`config.mk`:
```
export PLATFORM = sky130hd
export DESIGN_NAME = alarm_time_editor_flat
export DESIGN_NICKNAME = d
export VERILOG_FILES = /design/src/rtl/alarm_time_editor_if.sv /design/src/rtl/alarm_time_editor.sv /design/src/flat_wrapper.sv
export SDC_FILE = /design/constraint.sdc
export NUM_CORES = 1
export LEC_CHECK = 0
export CORE_ASPECT_RATIO = 0.75
export CORE_UTILIZATION = 45
export DETAILED_ROUTE_END_ITERATION = 10
export PLACE_DENSITY = 0.75
export RECOVER_POWER = 100
export SLEW_MARGIN = 20
export SYNTH_ARGS = -nofsm -noshare
export SYNTH_HDL_FRONTEND = slang
export SYNTH_SLANG_ARGS = --single-unit
```
`constraint.sdc`:
```
create_clock -name clk -period 1.4 [get_ports clk]
set_input_delay 0.28 -clock clk [delete_from_list [all_inputs] [get_ports clk]]
set_output_delay 0.28 -clock clk [all_outputs]
set_load 0.02 [all_outputs]
```
`src/rtl/alarm_time_editor_if.sv`:
```
// ----------------------------------------------------------------------------
// alarm_time_editor_if
//   Groups the control inputs and the alarm/edit outputs of alarm_time_editor.
//
//   Signal semantics: there is no valid/ready pair. Inputs are levels
//   (active_program_mode, saved) or single-cycle pulses (btn_field, btn_inc),
//   and each is sampled on every rising clock edge. Outputs are registered.
//   alarm_*, edit_*, field_sel and state_dbg are levels. button_activity,
//   edit_error and commit are high for exactly one cycle, in the cycle after
//   the input that caused them.
//
//   Modports:
//     slave  : editor side (receives the controls, drives the results)
//     master : stimulus side (drives the controls, observes the results)
//   state_dbg exposes the editor FSM state: 0 = IDLE, 1 = EDIT, 2 = DONE.
// ----------------------------------------------------------------------------
interface alarm_time_editor_if;
    logic       active_program_mode;
    logic       saved;
    logic       btn_field;
    logic       btn_inc;
    logic [4:0] alarm_hours;
    logic [5:0] alarm_minutes;
    logic [4:0] edit_hours;
    logic [5:0] edit_minutes;
    logic       field_sel;
    logic       button_activity;
    logic       edit_error;
    logic       commit;
    logic [1:0] state_dbg;

    modport slave (
        input  active_program_mode, saved, btn_field, btn_inc,
        output alarm_hours, alarm_minutes, edit_hours, edit_minutes,
               field_sel, button_activity, edit_error, commit, state_dbg
    );

    modport master (
        output active_program_mode, saved, btn_field, btn_inc,
        input  alarm_hours, alarm_minutes, edit_hours, edit_minutes,
               field_sel, button_activity, edit_error, commit, state_dbg
    );
endinterface

```
`src/rtl/alarm_time_editor.sv`:
```
// ----------------------------------------------------------------------------
// alarm_time_editor
//   Edits a working copy of the alarm time (HH:MM) while program mode is
//   active, and commits it to the alarm register on a rising edge of saved.
//   Leaving program mode without a commit discards the working copy.
//
//   Ports:
//     clk    : system clock, everything on the rising edge
//     rst_n  : synchronous active-low reset
//     bus    : alarm_time_editor_if.slave
//              in : active_program_mode, saved, btn_field, btn_inc
//              out: alarm_hours/minutes (committed), edit_hours/minutes
//                   (working copy), field_sel (0 = hours, 1 = minutes),
//                   button_activity / edit_error / commit (1-cycle pulses),
//                   state_dbg (0 = IDLE, 1 = EDIT, 2 = DONE)
// ----------------------------------------------------------------------------
module alarm_time_editor #(
    parameter int HOURS_MAX     = 23,
    parameter int MINUTES_MAX   = 59,
    parameter int RESET_HOURS   = 7,
    parameter int RESET_MINUTES = 0
) (
    input  logic                 clk,
    input  logic                 rst_n,
    alarm_time_editor_if.slave   bus
);

    typedef enum logic [1:0] {
        ST_IDLE = 2'd0,
        ST_EDIT = 2'd1,
        ST_DONE = 2'd2
    } state_t;

    localparam logic [4:0] H_MAX   = 5'(HOURS_MAX);
    localparam logic [5:0] M_MAX   = 6'(MINUTES_MAX);
    localparam logic [4:0] H_RESET = 5'(RESET_HOURS);
    localparam logic [5:0] M_RESET = 6'(RESET_MINUTES);

    state_t     state_q, state_d;
    logic       saved_q, saved_d;
    logic [4:0] alarm_hours_q, alarm_hours_d;
    logic [5:0] alarm_minutes_q, alarm_minutes_d;
    logic [4:0] edit_hours_q, edit_hours_d;
    logic [5:0] edit_minutes_q, edit_minutes_d;
    logic       field_sel_q, field_sel_d;
    logic       button_activity_q, button_activity_d;
    logic       edit_error_q, edit_error_d;
    logic       commit_q, commit_d;

    logic       saved_rise;

    always_comb begin
        // Edge detect against last cycle's level; saved_q tracks saved in
        // every state so a level already high on entry never looks like a rise.
        saved_rise        = bus.saved & ~saved_q;
        saved_d           = bus.saved;

        state_d           = state_q;
        alarm_hours_d     = alarm_hours_q;
        alarm_minutes_d   = alarm_minutes_q;
        edit_hours_d      = edit_hours_q;
        edit_minutes_d    = edit_minutes_q;
        field_sel_d       = field_sel_q;
        button_activity_d = 1'b0;
        edit_error_d      = 1'b0;
        commit_d          = 1'b0;

        case (state_q)
            ST_IDLE: begin
                if (bus.active_program_mode) begin
                    edit_hours_d   = alarm_hours_q;
                    edit_minutes_d = alarm_minutes_q;
                    field_sel_d    = 1'b0;
                    state_d        = ST_EDIT;
                end
            end

            ST_EDIT: begin
                if (!bus.active_program_mode) begin
                    // Abort: the working copy falls back to the committed time.
                    edit_hours_d   = alarm_hours_q;
                    edit_minutes_d = alarm_minutes_q;
                    state_d        = ST_IDLE;
                end else if (saved_rise) begin
                    // Commit wins over any press in the same cycle, so the
                    // value stored is the one shown before that press.
                    alarm_hours_d   = edit_hours_q;
                    alarm_minutes_d = edit_minutes_q;
                    commit_d        = 1'b1;
                    state_d         = ST_DONE;
                end else if (bus.btn_field && bus.btn_inc) begin
                    edit_error_d = 1'b1;
                end else if (bus.btn_field) begin
                    field_sel_d       = ~field_sel_q;
                    button_activity_d = 1'b1;
                end else if (bus.btn_inc) begin
                    // Fields wrap independently; no carry between them.
                    if (field_sel_q) begin
                        edit_minutes_d = (edit_minutes_q >= M_MAX) ? 6'd0
                                                                   : edit_minutes_q + 6'd1;
                    end else begin
                        edit_hours_d = (edit_hours_q >= H_MAX) ? 5'd0
                                                               : edit_hours_q + 5'd1;
                    end
                    button_activity_d = 1'b1;
                end
            end

            ST_DONE: begin
                // Hold here until the mode drops so a still-asserted trigger
                // cannot cause a second commit.
                if (!bus.active_program_mode) begin
                    state_d = ST_IDLE;
                end
            end

            default: begin
                state_d = ST_IDLE;
            end
        endcase
    end

    always_ff @(posedge clk) begin
        if (!rst_n) begin
            state_q           <= ST_IDLE;
            saved_q           <= 1'b0;
            alarm_hours_q     <= H_RESET;
            alarm_minutes_q   <= M_RESET;
            edit_hours_q      <= H_RESET;
            edit_minutes_q    <= M_RESET;
            field_sel_q       <= 1'b0;
            button_activity_q <= 1'b0;
            edit_error_q      <= 1'b0;
            commit_q          <= 1'b0;
        end else begin
            state_q           <= state_d;
            saved_q           <= saved_d;
            alarm_hours_q     <= alarm_hours_d;
            alarm_minutes_q   <= alarm_minutes_d;
            edit_hours_q      <= edit_hours_d;
            edit_minutes_q    <= edit_minutes_d;
            field_sel_q       <= field_sel_d;
            button_activity_q <= button_activity_d;
            edit_error_q      <= edit_error_d;
            commit_q          <= commit_d;
        end
    end

    assign bus.alarm_hours     = alarm_hours_q;
    assign bus.alarm_minutes   = alarm_minutes_q;
    assign bus.edit_hours      = edit_hours_q;
    assign bus.edit_minutes    = edit_minutes_q;
    assign bus.field_sel       = field_sel_q;
    assign bus.button_activity = button_activity_q;
    assign bus.edit_error      = edit_error_q;
    assign bus.commit          = commit_q;
    assign bus.state_dbg       = state_q;

endmodule
```
`src/flat_wrapper.sv`:
```
// flat-port wrapper written by rule: the top's interface ports become plain ports
module alarm_time_editor_flat 
#(
    parameter int HOURS_MAX     = 23,
    parameter int MINUTES_MAX   = 59,
    parameter int RESET_HOURS   = 7,
    parameter int RESET_MINUTES = 0
)
  (clk, rst_n, bus_active_program_mode, bus_saved, bus_btn_field, bus_btn_inc, bus_alarm_hours, bus_alarm_minutes, bus_edit_hours, bus_edit_minutes, bus_field_sel, bus_button_activity, bus_edit_error, bus_commit, bus_state_dbg);
  alarm_time_editor_if bus_i ();
  input  logic clk;
  input  logic rst_n;
  input wire logic [$bits(bus_i.active_program_mode)-1:0] bus_active_program_mode;
  input wire logic [$bits(bus_i.saved)-1:0] bus_saved;
  input wire logic [$bits(bus_i.btn_field)-1:0] bus_btn_field;
  input wire logic [$bits(bus_i.btn_inc)-1:0] bus_btn_inc;
  output wire logic [$bits(bus_i.alarm_hours)-1:0] bus_alarm_hours;
  output wire logic [$bits(bus_i.alarm_minutes)-1:0] bus_alarm_minutes;
  output wire logic [$bits(bus_i.edit_hours)-1:0] bus_edit_hours;
  output wire logic [$bits(bus_i.edit_minutes)-1:0] bus_edit_minutes;
  output wire logic [$bits(bus_i.field_sel)-1:0] bus_field_sel;
  output wire logic [$bits(bus_i.button_activity)-1:0] bus_button_activity;
  output wire logic [$bits(bus_i.edit_error)-1:0] bus_edit_error;
  output wire logic [$bits(bus_i.commit)-1:0] bus_commit;
  output wire logic [$bits(bus_i.state_dbg)-1:0] bus_state_dbg;
  assign bus_i.active_program_mode = bus_active_program_mode;
  assign bus_i.saved = bus_saved;
  assign bus_i.btn_field = bus_btn_field;
  assign bus_i.btn_inc = bus_btn_inc;
  assign bus_alarm_hours = bus_i.alarm_hours;
  assign bus_alarm_minutes = bus_i.alarm_minutes;
  assign bus_edit_hours = bus_i.edit_hours;
  assign bus_edit_minutes = bus_i.edit_minutes;
  assign bus_field_sel = bus_i.field_sel;
  assign bus_button_activity = bus_i.button_activity;
  assign bus_edit_error = bus_i.edit_error;
  assign bus_commit = bus_i.commit;
  assign bus_state_dbg = bus_i.state_dbg;
  alarm_time_editor #(.HOURS_MAX(HOURS_MAX), .MINUTES_MAX(MINUTES_MAX), .RESET_HOURS(RESET_HOURS), .RESET_MINUTES(RESET_MINUTES)) u_core (.clk(clk), .rst_n(rst_n), .bus(bus_i));
endmodule
```
Word-level counts from Yosys, hierarchy flattened
Cells that the tools add are included.
- register bits after elaboration: 29
- word-level logic and storage cells: 79
- $add $sub $neg: 2
- magnitude comparators: 2
- equality and inequality tests: 15
- mux-type cells: 33
- bitwise operators: 6
- reductions and logical operators: 11
- operators by type and width (cell ; count):
    6-bit 2-to-1 mux ; 8
    5-bit 2-to-1 mux ; 8
    3-bit inequality test, second input constant ; 5
    7-bit AND reduction ; 2
    2-bit inequality test, second input constant ; 6
    6-bit case mux with 2 select lines ; 1
    5-bit case mux with 2 select lines ; 1
    1-bit 2-to-1 mux ; 9
    3-bit AND reduction ; 3
    2-bit 2-to-1 mux ; 4
    6-bit by 1-bit adder with 6-bit output, second input constant ; 1
    6-bit >= comparator, second input constant ; 1
    3-bit by 2-bit inequality test with 1-bit output, second input constant ; 2
    2-bit case mux with 3 select lines ; 1
    6-bit AND reduction ; 1
    5-bit by 1-bit adder with 5-bit output, second input constant ; 1
    5-bit >= comparator, second input constant ; 1
    1-bit inverter ; 5
    5-bit OR reduction ; 1
    4-bit OR reduction ; 1
    2-bit by 1-bit == test with 1-bit output, second input constant ; 1
    2-bit == test, second input constant ; 1
    2-bit zero test ; 1
    1-bit case mux with 2 select lines ; 1
    3 further kinds ; 3

Longest topological paths before layout
Gate-level depths: netlist of run 1.
- word-level depth: 9
- gate-level depth with buffers: 7
- depth with buffers taken out: 5

Least setup slack after synthesis of run 1
No wires, ideal clock.
- kind: register -> register
- from: register u_core.state_q[0], in the netlist u_core.bus.state_dbg[0]
- to: register u_core.edit_minutes_q[5], in the netlist u_core.bus.edit_minutes[5]
- library setup time: 0.119 ns
- data arrival time: 1.385 ns
- data required time: 1.281 ns
- slack: -0.103 ns
- stages on the path, launching flop included: 6
- buffers on the path: 1
- cells stage by stage: dfxtp_1 buf_4 and2_2 o31a_1 nor3_2 o221a_2
- word-level cells in the longest chain between the ends: 3
- RTL lines (what ; RTL line ; text):
    start, declared ; alarm_time_editor.sv:39 ; state_t state_q, state_d;
    start signal, assigned ; alarm_time_editor.sv:136 ; state_q <= state_d;
    2-bit by 1-bit == test with 1-bit output / 2-bit zero test (equally long branches) ; alarm_time_editor.sv:68 ; case (state_q)
    3-bit by 2-bit inequality test with 1-bit output (no source line) (tied with other cells) ; - ;
    7-bit AND reduction (no source line) ; - ;
    end signal, assigned ; alarm_time_editor.sv:141 ; edit_minutes_q <= edit_minutes_d;
    end, declared ; alarm_time_editor.sv:44 ; logic [5:0] edit_minutes_q, edit_minutes_d;
Parallel ways exist; a longest one is shown, timed or not.
A chain may end at the register's enable or synchronous reset.

Worst setup path in the final report of run 1
- from: register u_core.edit_hours_q[0], in the netlist u_core.bus.edit_hours[0]
- to: output bus_edit_hours[0]
- RTL lines (what ; RTL line ; text):
    start, declared ; alarm_time_editor.sv:43 ; logic [4:0] edit_hours_q, edit_hours_d;
    start signal, assigned ; alarm_time_editor.sv:140 ; edit_hours_q <= edit_hours_d;
    end, declared ; flat_wrapper.sv:19 ; output wire logic [$bits(bus_i.edit_hours)-1:0] bus_edit_hours;
No word-level cell between the ends.

==> run metrics, run 1 <==
status complete, no violations; Critical Path Start u_core.bus.edit_hours[0]; EDFF count, synth 0; R2R Path Start u_core.bus.edit_minutes[1]; Net count, final 264; final-report hold violation count 0; CORE AREA 0.00331 mm2; total grt overflow 0; crit path to bus_edit_hours[0]; highest clock rate 720 MHz; mux cell area share after synthesis 0.638%; Tot Pwr 1.92 mW; GPL Wtd Cong 0.892; worst hold path class in -> reg; first-pass GRT wire length 7780 um; clock root cell clkbuf_8; crit path capture type primary output; slowest stage cell, crit path dfxtp_4; Initial Util 47.4%; Period minus WS final 1390 ps; post-synth top area share 37.0%; row cnt 18; delay of the slowest critical-path stage 390 ps; reg-to-reg slack, setup 20 ps; most instantiated library cell after synthesis nand2_1; Num CTS Buffers 5; CTS tree built; post-synthesis cell area 0.00157 mm2; final instance area 0.00235 mm2; Setup TNS Final 0 ps; max_slew headroom 74.4%; DP HPWL 3280 um; final setup fails 0; largest net degree at the start of global routing 15; GRT Total Usage 27.5%; Crit Path Category reg -> out; Layout Skew 5.90 ps; CP Max Fanout 5; cells after synthesis 184; simple-gate share of the synthesized area 26.4%; total clock sinks 29; Avg Cell Area, Syn 8.53 um2; Synth Net Count 192; Seq/Total Area, Yosys 37.0%; Clock transition at path regs 60 ps; synthesized flop and latch total 29; Area growth, synth to finish 49.9%; CP arrival 1110 ps; number of stages on the worst setup path 2; Hold Path Depth 3; Clk Latency, worst-skew pair 280 ps; reg-to-reg endpoint u_core.bus.edit_minutes[5]; initial antenna violation count 0; peak supply drop 0.485 mV; Vias/cell 5.90; final max-slew violation count 0; Final ANT Viol Nets 0; Core Util, Final 71.1%; Worst-Margin Slew 384 ps; Worst Path Buf+Inv 2; final worst path period share 99.2%; worst reg2reg path depth 5; RSZ-0062 raised after global routing true; fraction of registers with async set/reset 0%; clock buffer depth 2; Critical Path RT 1120 ps; Die H 53.1 um; Commonest cells post-synth 32 x nand2_1, 29 x dfxtp_1, 16 x a21oi_1; CP startpoint kind flop; die width 70.2 um; vias 1752; Pleak 1.03 nW; share of cells above drive strength 1 31.5%; die area 0.00373 mm2; placed insts 285; Top Family by Delay on Critical Path buffers and inverters; diode count 0; post-synthesis adder-cell area fraction 1.59%; crit-path cells clkbuf_1, clkdlybuf4s15_1; input/output buffers 33; number of I/O pins 34; wire length per cell 16.3 um; pwr dens 817 mW/mm2; Cell Count, Final, Fillers Out 297; combinational family with the most area after synthesis compound AO/OA/AOI/OAI gates; DP Area 0.00220 mm2; ys flop type dfxtp_1; drt total wl 4830 um; fillers 264; Synth Area in Compound Gates 27.8%; Distinct cells, synth 53; H-tree Lvls 2; vias in the first global route 1638; top cells by area, synth dfxtp_1 37%, nand2_1 7.7%, a21oi_1 5.1%; Pre-antenna DRT Iters 4; top cell type by total area after synthesis dfxtp_1; Yosys warning total 0; drt drc 0; xor and xnor area share after synthesis 0.558%; 1st-iter DRT viols 97; Max Cap Viol 0
[through the flow]
stage | worst slack, ps | hold slack, ps
after floorplan | -6.10 | 402
after global placement | -419 | 462
after detailed placement | -429 | 472
after CTS | 9.60 | 423
after global routing | -33.9 | 400
final | 10.8 | 372
[power by group]
| part | internal [mW] | total, mW | switching [mW] |
|---|---|---|---|
| clock network | 0.352 | 0.660 | 0.307 |
| logic | 0.175 | 0.385 | 0.210 |
| registers | 0.847 | 0.877 | 0.0295 |
| total | 1.37 | 1.92 | 0.547 |
[per-layer routing]
layer	track usage (%)	vias to the layer above	wire, um	part of all wire [%]
met1	34.4	840	2180	45
met5	0	-	0	0
met2	46.8	82	2220	46
li1	-	821	-	-
met3	6.29	9	377	7.8
met4	10.3	0	61	1.3
[worst min path at each step]
stage	start	to	slack, ps
2_1_floorplan	bus_saved	u_core.saved_q	400
3_3_place_gp	u_core.bus.alarm_minutes[4]	u_core.bus.alarm_minutes[4]	460
3_5_place_dp	u_core.bus.alarm_minutes[2]	u_core.bus.alarm_minutes[2]	470
4_1_cts	bus_btn_field	u_core.bus.edit_error	420
5_1_grt	bus_btn_field	u_core.bus.edit_error	400
6_report	bus_btn_field	u_core.bus.edit_error	370
[registers in the layout (all words and copies together), names as in the netlist]
| signal | flops |
|---|---|
| u_core.bus.edit_error | 1 |
| u_core.bus.state_dbg | 2 |
| u_core.bus.commit | 1 |
| u_core.bus.alarm_minutes | 6 |
| u_core.bus.edit_hours | 5 |
| u_core.bus.field_sel | 1 |
| u_core.saved_q | 1 |
| u_core.bus.button_activity | 1 |
| u_core.bus.edit_minutes | 6 |
| u_core.bus.alarm_hours | 5 |
[worst reg2reg max path: stages, from the launching register on]
cell and delay, ps:
dfxtp_2 360, ha_2 210, o2111a_1 250, buf_4 150
a21oi_1 60, o221a_2 240
[cell usage in the layout, fill, tap and decap left out, types with 5 or more instances in the layout]
cell type and count:
dfxtp_1 22, nand2_1 32, nor2_1 9, clkbuf_8 5
a21oi_1 16, nand3_1 5, buf_4 37, o211ai_1 5
clkbuf_1 6, dlygate4sd2_1 30
[timing repair]
action / in CTS / in global routing
gates resized for setup: 45 / 14
setup buffers: 4 / 0
hold buffers: 0 / 0
endpoints found under the setup margin: 50 / 13
pin swaps: 11 / 7
hold endpoints to repair: 0 / 0
[cells by family (layout without fill, tap and decap cells)]
| family | count (synthesis) | count (layout) |
|---|---|---|
| compound gates | 60 | 60 |
| xor+xnor | 1 | 1 |
| fa+ha+maj | 2 | 2 |
| buf+inv | 17 | 90 |
| flops | 29 | 29 |
| mux | 1 | 1 |
| simple gates | 74 | 74 |
[cell type report]
| type | instances | area (um2) | area share [%] |
|---|---|---|---|
| Clock buffer | 8 | 80.1 | 3.40 |
| Inverter | 5 | 18.8 | 0.798 |
| Multi-Input combinational cell | 138 | 985 | 41.9 |
| Sequential cell | 29 | 597 | 25.4 |
| Tap cell | 40 | 50.0 | 2.13 |
| Timing Repair Buffer | 77 | 622 | 26.4 |
(Power assumes the default switching activity.)
==> inputs of run 2 (changes only) <==
MAX_ROUTING_LAYER = met4   (was default)
==> run 2 against run 1 <==
Against the previous run: the run now ends with setup timing left; non-clock buffer count is 4 higher; total power is 3.7% higher; first-iteration DRC count is 2.1% lower; critical path depth is 4 higher; critical path type is now reg -> reg; critical endpoint is now u_core.bus.edit_hours[0]; largest power group unchanged.
==> run metrics, run 2 (synthesis gave the netlist of run 1 again) <==
Area growth, synth to finish 55.7%; Setup TNS Final -87.7 ps (-87.7 ps); final setup fails 1 (+1); vias in the first global route 1619 (-1.2%); total clock sinks 29 (unchanged); placed insts 286 (+0.35%); die width 70.2 um (unchanged); final-report hold violation count 0 (unchanged); Pleak 1.07 nW (+4.0%); DP HPWL 3400 um (+3.7%); RSZ-0062 raised after global routing true; Net count, final 268 (+1.5%); Clk Latency, worst-skew pair 290 ps (about the same); Multi-input gate area 0.00103 mm2 (+4.2%); drt drc 0 (unchanged); CP arrival 1690 ps (+580 ps); H-tree Lvls 2 (unchanged); worst slack, placed -461 ps (-32.5 ps); clock buffer depth 2 (unchanged); Critical Path RT 1600 ps (+480 ps); most frequent cells in the layout 46 x buf_4, 32 x nand2_1, 29 x dlygate4sd2_1; Period minus WS final 1490 ps (+98.5 ps); Cell Count, Final, Fillers Out 300 (+1.0%); CP startpoint kind flop; CTS Hold Buffers Added 0 (unchanged); Max Cap Viol 0 (unchanged); drt total wl 5110 um (+5.8%); R2R Path Start u_core.bus.edit_hours[1]; Num CTS Buffers 5 (unchanged); Vias/cell 5.70 (-3.3%); total grt overflow 0 (unchanged); CORE AREA 0.00331 mm2 (unchanged); Core Util, Final 73.8% (+2.8 points); Layout Skew 8.28 ps (+2.38 ps); Pre-antenna DRT Iters 4 (unchanged); failing checks setup timing; worst reg2reg path depth 6 (+1); commonest non-fill, non-tap cell in the layout buf_4; final max-slew violation count 0 (unchanged); clock root cell clkbuf_8; max_slew headroom 75.4% (+0.97 points); reg-to-reg endpoint u_core.bus.edit_hours[0]; crit path capture type flop; setup ws final -87.7 ps (-98.5 ps); Die H 53.1 um (unchanged); vias 1711 (-2.3%); first-pass GRT wire length 7690 um (-1.2%); fillers 232 (-12%); row cnt 18 (unchanged); Initial Util 47.4% (unchanged); GPL Wtd Cong 0.912 (+2.2%); Crit Path Category reg -> reg; reg-to-reg slack, setup -90 ps (-110 ps); wire length per cell 17.0 um (+4.8%); Worst-Margin Slew 368 ps (-16.1 ps); diode count 0 (unchanged); highest clock rate 672 MHz (-6.6%); die area 0.00373 mm2 (unchanged); CP Max Fanout 5 (unchanged); DP Area 0.00220 mm2 (+0.34%); Clock transition at path regs 70 ps (about the same); Hold Path Depth 3 (unchanged); share of cells above drive strength 1 36.9% (+5.4 points); status complete, but fails checks; Hold Crit Start bus_btn_field; final instance area 0.00244 mm2 (+3.9%); GRT Total Usage 28.1% (+0.63 points); largest net degree at the start of global routing 15 (unchanged); number of I/O pins 34 (unchanged); peak supply drop 0.673 mV (+39%); Final ANT Viol Nets 0 (unchanged); CTS tree built; worst hold path class in -> reg; WHS Endpoint u_core.bus.edit_error; 1st-iter DRT viols 95 (-2.1%); input/output buffers 33 (unchanged); final worst path period share 106% (+7.0 points); Storage cell area 601 um2 (+0.63%); initial antenna violation count 0 (unchanged); pwr dens 815 mW/mm2 (-0.22%)
[run 2: critical path: stages (launching register included)]
cell,delay (ps)
dfxtp_4,370
ha_4,160
a211o_1,230
o211ai_1,190
buf_4,180
nand2_1,70
a41oi_2,200
[run 2: repair_timing]
action / 4_1_cts / 5_1_grt
endpoints found under the setup margin: 50 / 9
pin swaps: 8 / 11
buffers inserted: 3 / 4
gates resized for setup: 44 / 24
[run 2: power breakdown]
part / switching, mW / leakage [nW] / internal, mW
combinational: 0.214 / 0.790 / 0.185
sequential: 0.0295 / 0.238 / 0.846
clock: 0.327 / 0.0443 / 0.389
total: 0.571 / 1.07 / 1.42
[run 2: area by class of cell]
cell class | instances | area share, %
Multi-Input combinational cell | 138 | 42.0
Timing Repair Buffer | 81 | 27.1
Sequential cell | 29 | 24.6
Clock buffer | 7 | 3.53
Tap cell | 40 | 2.05
Inverter | 5 | 0.768
[run 2: metal layers]
metal  track usage, %  wire length, um  up-vias
li1                 -                -      827
met1             34.3             2230      801
met2             45.2             2390       67
met3             7.24              383       16
met4             11.3              112        0
met5                -                0        -
[run 2: worst max-delay path by stage]
| stage | from | cells past startpoint | endpoint | slack [ps] |
|---|---|---|---|---|
| after floorplan | u_core.bus.state_dbg[0] | 5 | u_core.bus.edit_minutes[5] | -6 |
| after global placement | bus_active_program_mode | 5 | u_core.bus.edit_minutes[3] | -440 |
| after detailed placement | bus_active_program_mode | 5 | u_core.bus.edit_minutes[3] | -460 |
| after CTS | u_core.bus.edit_hours[1] | 5 | u_core.bus.edit_hours[1] | -2 |
| after global routing | u_core.bus.edit_hours[0] | 6 | u_core.bus.edit_hours[0] | -100 |
| final | u_core.bus.edit_hours[1] | 6 | u_core.bus.edit_hours[0] | -90 |
[run 2: per-stage QoR]
stage	hold slack, ps	total power [mW]
floorplan	402	1.09
global placement	460	1.25
detailed placement	472	1.26
CTS	407	1.96
global route	375	2.06
finish	361	1.99
